### src/rtl/bus_arbiter_n.sv
// N-master shared-bus arbiter: fixed-priority or round-robin selection, registered one-hot grant,
// bus mux, ack routing to the granted master, locked bursts and hung-cycle timeout abort.
module bus_arbiter_n #(
    parameter int NUM_MASTERS = 3,
    parameter int AW          = 16,
    parameter int DW          = 8,
    parameter int MODE        = 0,
    parameter int TIMEOUT     = 255
) (
    input  logic                        i_clk,
    input  logic                        i_reset,
    input  logic [NUM_MASTERS-1:0]      i_m_cs,
    input  logic [NUM_MASTERS-1:0]      i_m_we,
    input  logic [NUM_MASTERS-1:0]      i_m_lock,
    input  logic [NUM_MASTERS*AW-1:0]   i_m_addr,
    input  logic [NUM_MASTERS*DW-1:0]   i_m_dat,
    output logic [NUM_MASTERS-1:0]      o_m_grant,
    output logic [NUM_MASTERS-1:0]      o_m_ack,
    output logic [NUM_MASTERS-1:0]      o_m_err,
    output logic [AW-1:0]               o_addr,
    output logic [DW-1:0]               o_dat,
    output logic                        o_we,
    output logic                        o_cs,
    input  logic                        i_ack
);

    localparam int IW = $clog2(NUM_MASTERS);
    localparam int CW = (TIMEOUT > 0) ? $clog2(TIMEOUT + 1) : 1;
    localparam logic [CW-1:0] CNT_LAST = (TIMEOUT > 0) ? CW'(TIMEOUT - 1) : '0;

    typedef enum logic {IDLE, BUSY} state_t;

    state_t                 state;
    logic [NUM_MASTERS-1:0] grant;
    logic [NUM_MASTERS-1:0] err;
    logic [IW-1:0]          rr_ptr;
    logic [CW-1:0]          cnt;
    logic [IW-1:0]          win_idx;
    logic [IW-1:0]          scan_idx;
    logic                   win_found;
    int                     scan;
    logic                   busy;
    logic                   g_cs;
    logic                   g_lock;
    logic                   timeout_hit;

    assign busy        = (state == BUSY);
    assign g_cs        = |(grant & i_m_cs);
    assign g_lock      = |(grant & i_m_lock);
    assign timeout_hit = (TIMEOUT != 0) && (cnt == CNT_LAST);

    always_comb begin
        // NOTE: every output of a combinational block gets a default first so no latch is inferred.
        win_idx   = '0;
        win_found = 1'b0;
        scan      = 0;
        scan_idx  = '0;
        if (MODE == 0) begin
            for (int i = NUM_MASTERS - 1; i >= 0; i--) begin
                if (i_m_cs[i]) begin
                    win_idx   = IW'(i);
                    win_found = 1'b1;
                end
            end
        end else begin
            // Scan starts just after the last granted master and wraps around.
            for (int i = 1; i <= NUM_MASTERS; i++) begin
                scan = int'(rr_ptr) + i;
                if (scan >= NUM_MASTERS) scan = scan - NUM_MASTERS;
                scan_idx = IW'(scan);
                if (!win_found && i_m_cs[scan_idx]) begin
                    win_idx   = scan_idx;
                    win_found = 1'b1;
                end
            end
        end
    end

    always_comb begin
        o_addr = '0;
        o_dat  = '0;
        o_we   = 1'b0;
        for (int i = 0; i < NUM_MASTERS; i++) begin
            if (grant[i]) begin
                o_addr = i_m_addr[i*AW +: AW];
                o_dat  = i_m_dat[i*DW +: DW];
                o_we   = i_m_we[i];
            end
        end
    end

    assign o_cs      = busy & g_cs;
    assign o_m_ack   = grant & {NUM_MASTERS{i_ack & busy}};
    assign o_m_grant = grant;
    assign o_m_err   = err;

    // NOTE: sequential state uses non-blocking assignments so every register samples pre-edge values.
    always_ff @(posedge i_clk or negedge i_reset) begin
        if (!i_reset) begin
            state  <= IDLE;
            grant  <= '0;
            err    <= '0;
            rr_ptr <= IW'(NUM_MASTERS - 1);
            cnt    <= '0;
        end else begin
            err <= '0;
            case (state)
                IDLE: begin
                    if (|i_m_cs) begin
                        state  <= BUSY;
                        grant  <= NUM_MASTERS'(1) << win_idx;
                        rr_ptr <= win_idx;
                        cnt    <= '0;
                    end
                end
                BUSY: begin
                    // Ack outranks the timeout; a locked ack keeps the tenure alive.
                    if (i_ack && g_cs && g_lock) begin
                        cnt <= '0;
                    end else if (!g_cs || i_ack) begin
                        state <= IDLE;
                        grant <= '0;
                    end else if (timeout_hit) begin
                        state <= IDLE;
                        grant <= '0;
                        err   <= grant;
                    end else if (cnt != '1) begin
                        cnt <= cnt + CW'(1);
                    end
                end
            endcase
        end
    end

endmodule

### config.mk
export PLATFORM = sky130hd
export DESIGN_NAME = bus_arbiter_n
export DESIGN_NICKNAME = d
export VERILOG_FILES = /design/src/rtl/bus_arbiter_n.sv
export SDC_FILE = /design/constraint.sdc
export NUM_CORES = 1
export LEC_CHECK = 0
export CELL_PAD_IN_SITES_DETAIL_PLACEMENT = 0
export CELL_PAD_IN_SITES_GLOBAL_PLACEMENT = 1
export CORE_MARGIN = 4
export CORE_UTILIZATION = 17
export DETAILED_ROUTE_END_ITERATION = 16
export HOLD_SLACK_MARGIN = 0.05
export MAX_ROUTING_LAYER = met4
export PLACE_DENSITY = 0.79
export SLEW_MARGIN = 20
export SYNTH_ARGS = -nofsm -noshare
export SYNTH_HDL_FRONTEND = slang
export SYNTH_SLANG_ARGS = --single-unit
### constraint.sdc
create_clock -name i_clk -period 1.6 [get_ports i_clk]
set_input_delay 0.32 -clock i_clk [delete_from_list [all_inputs] [get_ports i_clk]]
set_output_delay 0.32 -clock i_clk [all_outputs]
set_load 0.005 [all_outputs]
==> results.cfg <==
[yosys]
synth_edf_count = 0
ys_ff_latch = 15
syn_area_um2 = 1280
async_reset_ff_share_pct = 100
yosys_most_used_dff = dfrtp_1
syn-instance-count = 177
synth_nets = 263
yosysSeqAreaShare_pct = 29.3
yosysUniqueCellTypes = 33
yosys_warnings = 0
syn_avg_cell_area_um2 = 7.24

[critical_path]
slowest_stage = dfrtp_2
critPathBufInv = 2
slowest_delay_ps = 440
start_kind = register
cp_max_fo = 4
reg2reg_slack_ps = -150
crit_type = register to register
endpoint_kind = register
crit_chain = buf_6 > a222oi_1 > buf_4 > o31a_4 > or2b_1 > a31oi_1
arrival_ps = 1920
crit_family = compound AO/OA/AOI/OAI gates
crit_required_ps = 1770

[cells_and_area]
num_antenna_cells = 0
final_design_area_no_fill_um2 = 3150
seqCellArea_um2 = 378
layout.nets = 414
n_fill_cell = 720
area_growth_pct = 146
final_cells = 426
multi_input_area_um2 = 1040
drive_gt1_share_pct = 36.1

[timing]
maxSlewViolCount = 0
setup-violations-final = 41
setup_ws_ps = -154
hold_violations = 0
rsz0062_at_grt = true
worstMarginPinSlew_ps = 388
fin_skew_ps = 1.24
max_freq_ghz = 0.570
fin_crit_ps = 1750
relSlewSlack_pct = 74.1
fin_crit_sh_pct = 110
holdWs_ps = 393

[detailed_routing]
ant_nets = 0
via_per_inst = 4.59
post_drt_wl_per_cell_um = 15.5
drt-total-wl_um = 6600
drtPass1Iterations = 4
vias = 1957
drcViolationCount = 0
drt_iter0_markers = 172

[power_and_ir_drop]
vdd_drop_max_v = 0.000460
power_density_nw_per_um2 = 1150
p_leak_uw = 0.00128
combPwrFrac_pct = 76.6
p_clk_share_pct = 8.5
intPower_uw = 2170
p_seq_share_pct = 14.8
swShare_pct = 40.2
p_sw_uw = 1450

[global_routing]
first_global_vias = 1913
antenna_found_initial = 0
grt_pass1_wl_um = 9490
gr-usage-all-layers_pct = 13.6
overflow = 0
grt_max_degree = 22

[floorplanning]
core_area_um2 = 7290
die_x_um = 94.8
die_h_um = 94.8
start_util_pct = 17.6
num_rows = 31
ioPinCount = 119
die_area_um2 = 8990

[cts]
clockBufferDepth = 2
htreeDepth = 1
cts_tree = built
clk_latency_ps = 250
root_buffer = clkbuf_8
clk_pin_slew_ps = 60
cts_sinks = 15
cts_hold_buf = 0
cts_buffers = 3

[status]
failed_checks = setup timing
status = finished, violations left

[place]
dp_cells = 408
io_buffers = 118
pre_cts_ws_ps = -670
dp_hpwl_um = 4710
placed_area_um2 = 2760
place_congestion = 0.774

[min_path]
hp-class = input port to asynchronous set/reset pin

[run]
drv_cap = 0
layout by cell type, fill, tap and decap left out, drive strengths merged, types with 3 or more instances in the layout:
master          n
and2            3
clkbuf          5
nor3            6
a31oi           9
a21oi           3
buf            66
clkdlybuf4s50  83
nor2            6
a22oi          24
dfrtp          15
o21ai          29
nand2          31
inv             9
dlygate4sd2     6
nand3           5
kinds of logic after synthesis:
kind of cell | after synthesis | share of synthesized area (%)
and+or+nand+nor | 62 | 22.5
adders and majority gates | 2 | 1.95
buffers and inverters | 21 | 6.84
AOI/OAI and AO/OA | 77 | 39.5
DFF | 15 | 29.3
sequential cells by signal, summed over array words and instances (netlist names):
register and count:
o_m_err 3, cnt 8, busy 1, o_m_grant 3
cell usage after synthesis, drive strengths merged, types with 2 or more instances:
| cell | n | area [µm²] |
|---|---|---|
| nand2 | 31 | 116 |
| a22oi | 24 | 180 |
| nor3 | 6 | 30.0 |
| and3 | 2 | 12.5 |
| a222oi | 2 | 20.0 |
| and2 | 3 | 18.8 |
| o2bb2ai | 2 | 23.8 |
| nor2b | 2 | 12.5 |
| a21oi | 3 | 15.0 |
| ha | 2 | 25.0 |
| nand4 | 2 | 12.5 |
| a31oi | 9 | 56.3 |
| inv | 9 | 33.8 |
| nor2 | 6 | 22.5 |
| o22ai | 2 | 12.5 |
| dfrtp | 15 | 375 |
| o21ai | 29 | 145 |
| clkbuf | 11 | 42.5 |
| nand3 | 5 | 25.0 |
cell type report:
type / count / area share, %
Multi-Input combinational cell: 141 / 33.2
Sequential cell: 15 / 12.0
Tap cell: 99 / 3.93
Clock buffer: 4 / 1.43
Timing Repair Buffer: 158 / 48.4
Inverter: 9 / 1.07
worst paths after layout:
check                        startpoint      endpoint  cells past startpoint
max reg2reg                o_m_grant[1]        cnt[2]                      6
max in group asynchronous       i_reset  o_m_grant[1]                      2
max                        o_m_grant[1]        cnt[2]                      6
min in group i_clk               cnt[6]        cnt[6]                      1
min reg2reg                      cnt[6]        cnt[6]                      1
min                             i_reset        cnt[5]                      2
power by group through the flow:
stage          clock (µW)  combinational (µW)  sequential [µW]
2_1_floorplan           0                 873              504
3_3_place_gp            0                2170              529
3_5_place_dp            0                2170              533
4_1_cts               315                2650              536
5_1_grt               333                2980              551
6_report              310                2780              537
metal layers:
layer / vias up / track usage, % / wire (µm)
met2: 54 / 22.1 / 3360
met1: 932 / 18.3 / 2940
met5: - / - / 0
li1: 967 / - / -
met3: 4 / 1.04 / 237
met4: 0 / 3.61 / 59
through the flow:
step / power, µW / setup TNS, ps / util (%)
global placement: 2700 / -16320 / 37.9
detailed placement: 2710 / -16910 / 37.9
global route: 3870 / -7210 / 43.2
finish: 3620 / -3760 / 43.2
CTS: 3500 / -3770 / 42.1
floorplan: 1380 / -38.9 / -
timing repair:
item / 4_1_cts / 5_1_grt
pin swaps: 21 / 9
cloned: 4 / 1
buffers inserted: 11 / 0
gates resized for setup: 200 / 11
setup endpoints to repair: 45 / 43
Power figures use the tool's default switching activity.
